<file path="src/rtl/api_spi_responder_pkg.sv">
// Shared definitions for the API serial link responder: word width, idle fill word
// and FSM state encoding.
package api_spi_responder_pkg;
  localparam int API_WORD_W = 32;
  localparam logic [API_WORD_W-1:0] IDLE_WORD_DEF = 32'hFFFF_FFFF;

  typedef enum logic {
    ST_IDLE  = 1'b0,
    ST_SHIFT = 1'b1
  } api_state_e;
endpackage

</file>
<file path="src/rtl/api_sfifo.sv">
// Parameterized synchronous FIFO; a pop frees a slot for a push in the same cycle.
module api_sfifo #(
  parameter  int W     = 32,
  parameter  int DEPTH = 16,
  localparam int AW    = $clog2(DEPTH)
) (
  input  logic          clk,
  input  logic          rst,
  input  logic          push,
  input  logic [W-1:0]  din,
  input  logic          pop,
  output logic [W-1:0]  dout,
  output logic          full,
  output logic          empty,
  output logic [AW:0]   count
);
  localparam logic [AW:0] FULL_CNT = (AW+1)'(DEPTH);

  logic [W-1:0]  mem [DEPTH];
  logic [AW-1:0] wr_ptr, rd_ptr;
  logic [AW:0]   cnt;
  logic          do_push, do_pop;

  assign do_pop  = pop && (cnt != '0);
  assign do_push = push && ((cnt != FULL_CNT) || do_pop);

  always_ff @(posedge clk) begin
    if (rst) begin
      wr_ptr <= '0;
      rd_ptr <= '0;
      cnt    <= '0;
    end else begin
      if (do_push) wr_ptr <= wr_ptr + 1'b1;
      if (do_pop)  rd_ptr <= rd_ptr + 1'b1;
      cnt <= cnt + (AW+1)'(do_push) - (AW+1)'(do_pop);
    end
  end

  always_ff @(posedge clk) begin
    if (do_push) mem[wr_ptr] <= din;
  end

  assign dout  = mem[rd_ptr];
  assign full  = (cnt == FULL_CNT);
  assign empty = (cnt == '0);
  assign count = cnt;
endmodule

</file>
<file path="src/rtl/api_spi_responder.sv">
// SPI slave end of the API link: receives work frames on mosi and streams
// buffered nonces (or the idle word) back on miso within the same frame.
module api_spi_responder
  import api_spi_responder_pkg::*;
#(
  parameter  int                    WORK_LEN    = 23,
  parameter  int                    NONCE_DEPTH = 16,
  parameter  logic [API_WORD_W-1:0] IDLE_WORD   = IDLE_WORD_DEF,
  localparam int                    CW          = $clog2(NONCE_DEPTH) + 1
) (
  input  logic                  clk,
  input  logic                  rst,
  input  logic                  load,
  input  logic                  sck,
  input  logic                  mosi,
  output logic                  miso,
  output logic                  work_valid,
  output logic [API_WORD_W-1:0] work_data,
  output logic [4:0]            work_idx,
  output logic                  work_done,
  output logic                  frame_err,
  input  logic                  nonce_push,
  input  logic [API_WORD_W-1:0] nonce_din,
  output logic                  nonce_full,
  output logic [CW-1:0]         nonce_cnt
);
  localparam int              WCW   = $clog2(WORK_LEN + 2);
  localparam logic [WCW-1:0]  W_LEN = WCW'(WORK_LEN);
  localparam logic [WCW-1:0]  W_SAT = WCW'(WORK_LEN + 1);

  api_state_e            state, state_n;
  logic                  load_meta, load_s, load_d;
  logic                  sck_meta, sck_s, sck_d;
  logic                  mosi_meta, mosi_s;
  logic                  load_rise, load_fall, sck_rise, sck_fall;
  logic [API_WORD_W-1:0] rx_sr, tx_sr;
  logic [4:0]            bit_cnt;
  logic [WCW-1:0]        word_cnt;
  logic                  wv_pend;
  logic [4:0]            idx_pend;
  logic                  start, finish, rx_step, tx_load, tx_shift;
  logic                  fifo_empty;
  logic [API_WORD_W-1:0] fifo_dout;

  // load resets high so a frame already running at reset release never looks like a rise
  always_ff @(posedge clk) begin
    if (rst) begin
      {load_meta, load_s, load_d} <= 3'b111;
      {sck_meta, sck_s, sck_d}    <= 3'b000;
      {mosi_meta, mosi_s}         <= 2'b00;
    end else begin
      {load_meta, load_s, load_d} <= {load, load_meta, load_s};
      {sck_meta, sck_s, sck_d}    <= {sck, sck_meta, sck_s};
      {mosi_meta, mosi_s}         <= {mosi, mosi_meta};
    end
  end

  assign load_rise = load_s & ~load_d;
  assign load_fall = ~load_s & load_d;
  assign sck_rise  = sck_s & ~sck_d;
  assign sck_fall  = ~sck_s & sck_d;

  always_ff @(posedge clk) begin
    if (rst) state <= ST_IDLE;
    else     state <= state_n;
  end

  // load fall takes priority: any sck edge in the same cycle is dropped
  always_comb begin
    state_n  = state;
    start    = 1'b0;
    finish   = 1'b0;
    rx_step  = 1'b0;
    tx_load  = 1'b0;
    tx_shift = 1'b0;
    case (state)
      ST_IDLE: begin
        if (load_rise) begin
          state_n = ST_SHIFT;
          start   = 1'b1;
          tx_load = 1'b1;
        end
      end
      ST_SHIFT: begin
        if (load_fall) begin
          state_n = ST_IDLE;
          finish  = 1'b1;
        end else begin
          rx_step = sck_rise;
          if (sck_fall) begin
            if (bit_cnt == 5'd0) tx_load  = 1'b1;
            else                 tx_shift = 1'b1;
          end
        end
      end
      default: state_n = ST_IDLE;
    endcase
  end

  always_ff @(posedge clk) begin
    if (rst) begin
      miso       <= 1'b0;
      work_valid <= 1'b0;
      work_data  <= '0;
      work_idx   <= '0;
      work_done  <= 1'b0;
      frame_err  <= 1'b0;
      rx_sr      <= '0;
      tx_sr      <= '0;
      bit_cnt    <= '0;
      word_cnt   <= '0;
      wv_pend    <= 1'b0;
      idx_pend   <= '0;
    end else begin
      work_valid <= wv_pend;
      wv_pend    <= 1'b0;
      work_done  <= 1'b0;
      frame_err  <= 1'b0;
      miso       <= (state == ST_SHIFT) & tx_sr[API_WORD_W-1];
      // completed word is staged one cycle so it is presented from rx_sr itself
      if (wv_pend) begin
        work_data <= rx_sr;
        work_idx  <= idx_pend;
      end
      if (tx_load)       tx_sr <= fifo_empty ? IDLE_WORD : fifo_dout;
      else if (tx_shift) tx_sr <= {tx_sr[API_WORD_W-2:0], 1'b0};
      if (start) begin
        bit_cnt  <= '0;
        word_cnt <= '0;
      end
      if (rx_step) begin
        rx_sr   <= {rx_sr[API_WORD_W-2:0], mosi_s};
        bit_cnt <= bit_cnt + 5'd1;
        if (bit_cnt == 5'd31) begin
          wv_pend  <= (word_cnt < W_LEN);
          idx_pend <= 5'(word_cnt);
          if (word_cnt != W_SAT) word_cnt <= word_cnt + 1'b1;
        end
      end
      if (finish) begin
        if ((word_cnt == W_LEN) && (bit_cnt == 5'd0)) work_done <= 1'b1;
        else                                          frame_err <= 1'b1;
      end
    end
  end

  api_sfifo #(
    .W     (API_WORD_W),
    .DEPTH (NONCE_DEPTH)
  ) u_nonce_fifo (
    .clk   (clk),
    .rst   (rst),
    .push  (nonce_push),
    .din   (nonce_din),
    .pop   (tx_load & ~fifo_empty),
    .dout  (fifo_dout),
    .full  (nonce_full),
    .empty (fifo_empty),
    .count (nonce_cnt)
  );
endmodule

</file>
<file path="config.mk">
export PLATFORM = sky130hd
export DESIGN_NAME = api_spi_responder
export DESIGN_NICKNAME = d
export VERILOG_FILES = /design/src/rtl/api_spi_responder_pkg.sv /design/src/rtl/api_sfifo.sv /design/src/rtl/api_spi_responder.sv
export SDC_FILE = /design/constraint.sdc
export NUM_CORES = 1
export LEC_CHECK = 0
export CORE_ASPECT_RATIO = 0.6
export CORE_UTILIZATION = 45
export CTS_CLUSTER_DIAMETER = 200
export CTS_CLUSTER_SIZE = 12
export DETAILED_ROUTE_END_ITERATION = 7
export HOLD_SLACK_MARGIN = 0.08
export PLACE_DENSITY = 0.72
export SLEW_MARGIN = 5
export SYNTH_ARGS = -nofsm -noshare
export SYNTH_HDL_FRONTEND = slang
export SYNTH_SLANG_ARGS = --single-unit
</file>
<file path="constraint.sdc">
create_clock -name clk -period 3.3 [get_ports clk]
set_clock_uncertainty 0.15 [all_clocks]
set_input_delay 0.495 -clock clk [delete_from_list [all_inputs] [get_ports clk]]
set_output_delay 0.495 -clock clk [all_outputs]
set_load 0.05 [all_outputs]
</file>
* Word-level counts from Yosys, hierarchy flattened *
Memories as Yosys holds them, arrays and structs flattened. A register that Yosys moved wholly into a read port is not among the register bits.
Cells that the tools add are included.
Widths: inputs -> output; s select.

cells by class
  multiplexer cells = 31
  equality and inequality tests = 5
  bitwise operators = 15
  $add $sub $neg = 6
  reductions and logical operators = 12
  magnitude comparators = 1

operators by type and width
  cell                 number
  $mux 32              3
  $mux 5               6
  $mux 1               18
  $eq 5x5->1 const B   3
  $add 5x1->5 const B  2
  $logic_not 5->1      2
  $ne 5x5->1 const B   2
  $not 1->1            9
  $add 4x1->4 const B  2
  $mux 4               2
  $and 1x1->1          6
  $add 5x1->5          1
  $lt 5x5->1 const B   1
  $reduce_bool 5->1    1
  $sub 5x1->5          1
  $pmux 1 s2           2
  $reduce_bool 2->1    2
  $logic_and 1x1->1    3
  $reduce_or 3->1      1
  $reduce_and 2->1     1
  $reduce_or 2->1      1
  $logic_or 1x1->1     1

storage, ports and cells
  bits in registers = 143
  memories = 1
  word-level logic and storage cells = 95
  bits of input ports = 38
  memory bits (writable) = 512

memories
  name              words  bits a word  read ports  clocked after Yosys merged registers in  wr ports  RTL line         text
  u_nonce_fifo.mem  16     32           1           1                                        1         api_sfifo.sv:19  logic [W-1:0] mem [DEPTH];

* Depth between registers and ports, before layout *
Gate-level depths: netlist of the first run.

  depth in word-level cells = 11
  mapped depth = 15
  mapped depth without buffers = 14

* Modules after synthesis *
From an unflattened synthesis of the first run, not the netlist that was laid out.

second synthesis, totals
  cell total of the unflattened synthesis = 1460
  area, all modules = 24976.5 um^2

modules (own cells, without submodules)
  module             area an instance (um^2)  times used  sequential area each (um^2)  cells each
  api_sfifo          19991.7                  1           15715.1                      891
  api_spi_responder  4984.8                   1           2602.5                       569

* Worst setup path before layout of the first run *
Ideal clock, no wire load.

  path type = reg-to-reg
  start point = register u_nonce_fifo.cnt[3] (netlist: u_nonce_fifo.count[3])
  end point = register u_nonce_fifo.cnt[4] (netlist: u_nonce_fifo.count[4])
  stages on the path, launching flop included = 14
  path slack = 0.142 ns
  data arrival time = 2.880 ns
  buffers on the path = 1
  library setup time = 0.128 ns
  path through = dfxtp_1 > inv_1 > ha_1 > or4b_4 > nor2b_1 > buf_4 > mux2_2 > ha_1 > fa_1 > a21oi_1 > nor2_1 > nor2_1 > xnor2_1 > nor2_1

on the way
  word-level cells in the longest chain between the ends = 8
  elaborated cells on any way between the ends = 10
  classes of those cells = add/sub (2); eq/ne (1); bitwise (2); reduce/logical (5)

ends and longest elaborated chain
  what                    RTL line                  text
  start, declared         api_sfifo.sv:21           logic [AW:0] cnt;
  start signal, assigned  api_sfifo.sv:35           cnt <= cnt + (AW+1)'(do_push) - (AW+1)'(do_pop);
  $logic_not 5->1         api_sfifo.sv:45           assign empty = (cnt == '0);
  $not 1->1               api_spi_responder.sv:155  .pop (tx_load & ~fifo_empty),
  $and 1x1->1             api_spi_responder.sv:155
  $logic_and 1x1->1       api_sfifo.sv:24           assign do_pop = pop && (cnt != '0);
  $logic_or 1x1->1        api_sfifo.sv:25           assign do_push = push && ((cnt != FULL_CNT) || do_pop);
  $logic_and 1x1->1       api_sfifo.sv:25
  $add 5x1->5             api_sfifo.sv:35
  $sub 5x1->5 (*)         api_sfifo.sv:35

Every way passes the cells marked *; elsewhere a longest branch is shown, timed or not.
A chain may end at the register's enable or synchronous reset.

* Worst setup path in the final report of the first run *
  start point = register bit_cnt[0]
  end point = register u_nonce_fifo.cnt[4] (netlist: u_nonce_fifo.count[4])

on the way
  word-level cells in the longest chain between the ends = 11

ends and longest elaborated chain
  what                    RTL line                  text
  start, declared         api_spi_responder.sv:37   logic [4:0] bit_cnt;
  start signal, assigned  api_spi_responder.sv:133  bit_cnt <= bit_cnt + 5'd1;
  $logic_not 5->1 (*)     api_spi_responder.sv:91   if (bit_cnt == 5'd0) tx_load = 1'b1;
  $mux 1 (*)              api_spi_responder.sv:91
  $mux 1 (*)              api_spi_responder.sv:90   if (sck_fall) begin
  $mux 1 (*)              api_spi_responder.sv:85   if (load_fall) begin
  $pmux 1 s2 (*)          api_spi_responder.sv:76   case (state)
  $and 1x1->1 (*)         api_spi_responder.sv:155
  $logic_and 1x1->1 (*)   api_sfifo.sv:24
  $logic_or 1x1->1        api_sfifo.sv:25
  $logic_and 1x1->1       api_sfifo.sv:25
  $add 5x1->5             api_sfifo.sv:35
  $sub 5x1->5 (*)         api_sfifo.sv:35

Marks and branches as above.

==> results of run 1 <==
[cell usage in the layout (no fill, tap or decap), types with 4 or more instances in the layout]
master,Yosys,final
sky130_fd_sc_hd__nand4_1,5,5
sky130_fd_sc_hd__and2_2,0,5
sky130_fd_sc_hd__mux2_1,4,4
sky130_fd_sc_hd__mux2i_1,40,40
sky130_fd_sc_hd__edfxtp_1,512,512
sky130_fd_sc_hd__ha_1,15,15
sky130_fd_sc_hd__buf_4,4,37
sky130_fd_sc_hd__nand2b_1,8,8
sky130_fd_sc_hd__mux4_1,19,19
sky130_fd_sc_hd__nand2_1,107,107
sky130_fd_sc_hd__mux4_2,109,109
sky130_fd_sc_hd__clkbuf_16,0,60
sky130_fd_sc_hd__a22o_1,31,31
sky130_fd_sc_hd__nor2_1,60,59
sky130_fd_sc_hd__or2_2,4,4
sky130_fd_sc_hd__clkbuf_1,47,44
sky130_fd_sc_hd__xnor2_1,4,4
sky130_fd_sc_hd__dfxtp_1,147,144
sky130_fd_sc_hd__a221oi_2,59,59
sky130_fd_sc_hd__a21oi_1,53,53
sky130_fd_sc_hd__nand3_1,17,17
sky130_fd_sc_hd__buf_12,1,16
sky130_fd_sc_hd__and3_2,0,12
sky130_fd_sc_hd__clkdlybuf4s50_1,0,83
sky130_fd_sc_hd__o21ai_0,32,32
sky130_fd_sc_hd__inv_1,12,12
sky130_fd_sc_hd__nor2b_1,20,17
[metal layers]
layer,vias up,share of wire,GRT usage
met4,0,0.017,0.0414
met3,74,0.071,0.0369
met1,6782,0.46,0.276
met5,-,0,0
li1,5833,-,-
met2,461,0.45,0.282
[cells by family after synthesis]
| family | after synthesis |
|---|---|
| buffers and inverters | 98 |
| and+or+nand+nor | 259 |
| DFF | 659 |
| xor gates and xnor gates | 5 |
| muxes | 174 |
| adders and majority gates | 16 |
| AOI/OAI and AO/OA | 193 |
[layout make-up]
class / instances / area, µm²
sequential: 659 / 18300
tap: 759 / 950
multi-input combinational: 647 / 6690
timing repair buffer: 136 / 1430
clock inverter: 3 / 48.8
clock buffer: 104 / 1670
inverter: 12 / 45.0
fill: 4383 / 26700
[sequential cells by signal, indices dropped and copies added (netlist names), 4 cells and up, named ones only]
name / flops
bit_cnt: 5
idx_pend: 5
rx_sr: 32
tx_sr: 32
u_nonce_fifo.count: 5
u_nonce_fifo.mem: 512
u_nonce_fifo.rd_ptr: 4
u_nonce_fifo.wr_ptr: 4
word_cnt: 5
work_data: 32
work_idx: 5
[through the flow]
| stage | total power (W) | util | worst slack [ns] |
|---|---|---|---|
| 6_report | 0.0168 | 0.522 | 0.287 |
| 5_1_grt | 0.0174 | 0.522 | 0.106 |
| 4_1_cts | 0.0170 | 0.522 | 0.278 |
| 3_5_place_dp | 0.0107 | 0.491 | 0.302 |
| 3_3_place_gp | 0.0107 | 0.491 | 0.305 |
| 2_1_floorplan | 0.0103 | - | 0.142 |
[critical path, delay by kind of cell (launching register included)]
| kind | cells | cell delay, ns |
|---|---|---|
| DFF | 1 | 0.41 |
| adders and majority gates | 3 | 0.83 |
| muxes | 1 | 0.27 |
| buffers and inverters | 1 | 0.07 |
| and+or+nand+nor | 6 | 0.69 |
| xor gates and xnor gates | 1 | 0.13 |
| AOI/OAI and AO/OA | 2 | 0.32 |
[where the power goes]
group | switching (W) | leakage (nW) | internal [W] | total, W
Sequential | 0.0000783 | 5.81 | 0.00917 | 0.00924
Combinational | 0.000753 | 2.49 | 0.000558 | 0.00131
Clock | 0.00287 | 0.812 | 0.00340 | 0.00627
Total | 0.00370 | 9.12 | 0.0131 | 0.0168
[worst paths after layout]
path                            cells past startpoint                     to       start  slack, ns
worst max-delay path                               14  u_nonce_fifo.count[4]  bit_cnt[0]       0.29
worst min register to register                      1                 load_s   load_meta       0.26
worst max register to register                     14  u_nonce_fifo.count[4]  bit_cnt[0]       0.29
worst min-delay path                                1                 load_s   load_meta       0.26
==> results, run 1 <==
- In this run the tool buffered the top-level ports with 84 buffer cells.
- In the final routed layout, each cell accounts on average for 23.2 µm.
- For this design, the sink count on the clock tree is 659.
- In this run the tightest slew margin relative to its limit is 0.290.
- The number of pins with negative max-slew slack in the final report came to 0.
- The synthesized netlist net count is 1458.
- For the worst setup path, the data arrival time is 3.31 ns.
- The clock tree from TritonCTS is done.
- Of the total synthesized cell area, the portion taken by full adders, half adders and majority gates is 0.00815.
- Setup violations remaining at the end of the flow were counted as 0.
- The global-route wire length before repair is 79700 µm.
- The slowest stage of the critical path belongs to the cell sky130_fd_sc_hd__fa_1.
- The reported max-cap violation count is 0.
- Counting every instance in the synthesized netlist gives 1404.
- The total inserted antenna cells is 0.
- Traced cell by cell, the critical path runs through inv_1 -> ha_1 -> nor4b_2 -> or2_4 -> o21ai_2 -> nor2b_4 -> mux2_2 -> ha_1 -> fa_1 -> a21oi_1 -> nor2_1 -> nor2_1 -> xnor2_1 -> nor2_1.
- The remaining global-route overflow is 0.
- The fraction of synthesized area in multiplexers is 0.134.
- The total wire length is 53700 µm.
- Dividing the final minimum period by the clock period gives 0.913.
- Along the worst path, the maximum fanout reaches 5.
- The remaining number of nets flagged by the antenna check after routing is 0.
- The detailed-routing iteration count for the pre-antenna-repair pass is 5.
- The distinct cell type count of the synthesized netlist is 59.
- The number of setup buffers added after CTS is 0.
- The clock tree root driver cell is sky130_fd_sc_hd__clkbuf_16.
- The total count of hold-check failures in the final report came to 0.
- Setup repair after global routing left no endpoint under its margin.
- The number of antenna violations at the first check in global routing is 0.
- In this run the deepest clock path goes through 3 buffers.
- The register bit total from synthesis is 659.
- The ratio of cells with drive above 1 in the final layout is 0.209.
- The areal power density over the cells is 577 nW/µm².
- The total cell area at the placement stage is 27400 µm².
- Using the TritonRoute via totals, the vias-per-cell ratio works out to 5.67.
- Clock-pin slew was measured on the worst setup and hold paths at 0.06 ns.
- The floorplan step set the die height to 186 µm.
- The growth of design area from synthesis to finish is 14.4%.
- The initial standard-cell utilization of the core is 0.456.
- The number of buffers inserted for hold repair after clock tree synthesis is 0.
- The via count of the first global-routing pass was 12941.
- The area fraction of the dominant cell type after synthesis is 0.604.
- The post-cts gate resize count is 0.
- The most frequently used flop master after synthesis is sky130_fd_sc_hd__edfxtp_1.
- The post-synthesis cell type with the largest combined area is sky130_fd_sc_hd__edfxtp_1.
- Clock tree synthesis inserted a total of 60 buffers.
- The worst setup path is of the register to register kind.
- For this block, the via count after detailed routing is 13150.
- The estimated wirelength of the detail-placed design is 30700 µm.
- The share of synthesized registers carrying an async set or reset is 0.
- The post-synthesis xor/xnor area fraction is 0.00172.
- The maximum ir drop on the vdd rail is 0.520 mV.
- By count the netlist is led by sky130_fd_sc_hd__edfxtp_1 (512), sky130_fd_sc_hd__dfxtp_1 (147), sky130_fd_sc_hd__mux4_2 (109).
- The simple logic cell fraction of the synthesized area is 0.0483.
- The floorplan step defined a die boundary enclosing 57600 µm².
- The number of design-rule violations left by the first detailed-router iteration is 1208.
- The number of instances in the placed design is 2213.
- For this run, the total global-route usage over all layers was measured as 0.185.
- The number of placed I/O pins is 85.
- The total negative slack is 0 ns.
- For this run, design rule violations remaining after detail routing come to 0.
- The H-tree depth is 2.
- The die extent in x is 309 µm.
- By area the synthesized netlist is led by sky130_fd_sc_hd__edfxtp_1 (60%), sky130_fd_sc_hd__dfxtp_1 (12%), sky130_fd_sc_hd__mux4_2 (9.6%).
- The worst path in the final design needs a cycle of 3.01 ns, including I/O delays and setup.
- After synthesis, the largest family of logic cells by area is multiplexers.
- The floorplan step defined a core boundary enclosing 55800 µm².
- The final layout contains 1570 nets.
- The leakage power figure is 9.12 nW.
- The run finished with clean final reports.
- The most common cell in the synthesized netlist is sky130_fd_sc_hd__edfxtp_1.
- STA puts the critical path data required time at 3.60 ns.
- Timing would allow up to 332 MHz.
- Among the stages of the critical path, the cell type that occurs most often is sky130_fd_sc_hd__nor2_1.
- The post-route non-filler standard cell count is 2320.
- The worst setup path is captured at a register.
- The standard-cell row count is 67.
- The synthesized area divided by synthesized cell count is 18.1 µm².
- Entering global routing, the biggest net connects 99 pins.
- The clock reaches the later pin of the worst-skew pair after 0.61 ns.
- Of the synthesized area, sequential elements account for 0.719.
- The tightest hold margin is 0.258 ns.
- The complex-gate fraction of the synthesized area was 0.0680.
- The worst setup path is launched from a register.
- In this run, synthesis inferred 512 flip-flops with an integrated enable.
- The number of warnings issued by yosys is 0.
- The finished cells cover 29200 µm².
- The min-delay analysis places its worst path in the category register to register.
- The worst-margin pin slew is 1.07 ns.
- The congestion estimate from routability-driven global placement came to 0.767.
- Summing every instance area after synthesis gives 25500 µm².
- The delay of the slowest critical-path stage is 0.43 ns.
(Power assumes the default switching activity.)
==> run 2, diff against run 1 <==
--- a/config.mk
+++ b/config.mk
@@ -5,6 +5,7 @@
 export SDC_FILE = /design/constraint.sdc
 export NUM_CORES = 1
 export LEC_CHECK = 0
+export CAP_MARGIN = 15
 export CORE_ASPECT_RATIO = 0.6
 export CORE_UTILIZATION = 45
 export CTS_CLUSTER_DIAMETER = 200
==> results of run 2 <==
Same layout as run 1: the final DEF is identical, and so are final timing and power.
==> run 3, diff against run 2 <==
--- a/config.mk
+++ b/config.mk
@@ -5,7 +5,7 @@
 export SDC_FILE = /design/constraint.sdc
 export NUM_CORES = 1
 export LEC_CHECK = 0
-export CAP_MARGIN = 15
+export CAP_MARGIN = 5
 export CORE_ASPECT_RATIO = 0.6
 export CORE_UTILIZATION = 45
 export CTS_CLUSTER_DIAMETER = 200
==> results of run 3 <==
Same layout as run 1: the final DEF is identical, and so are final timing and power.
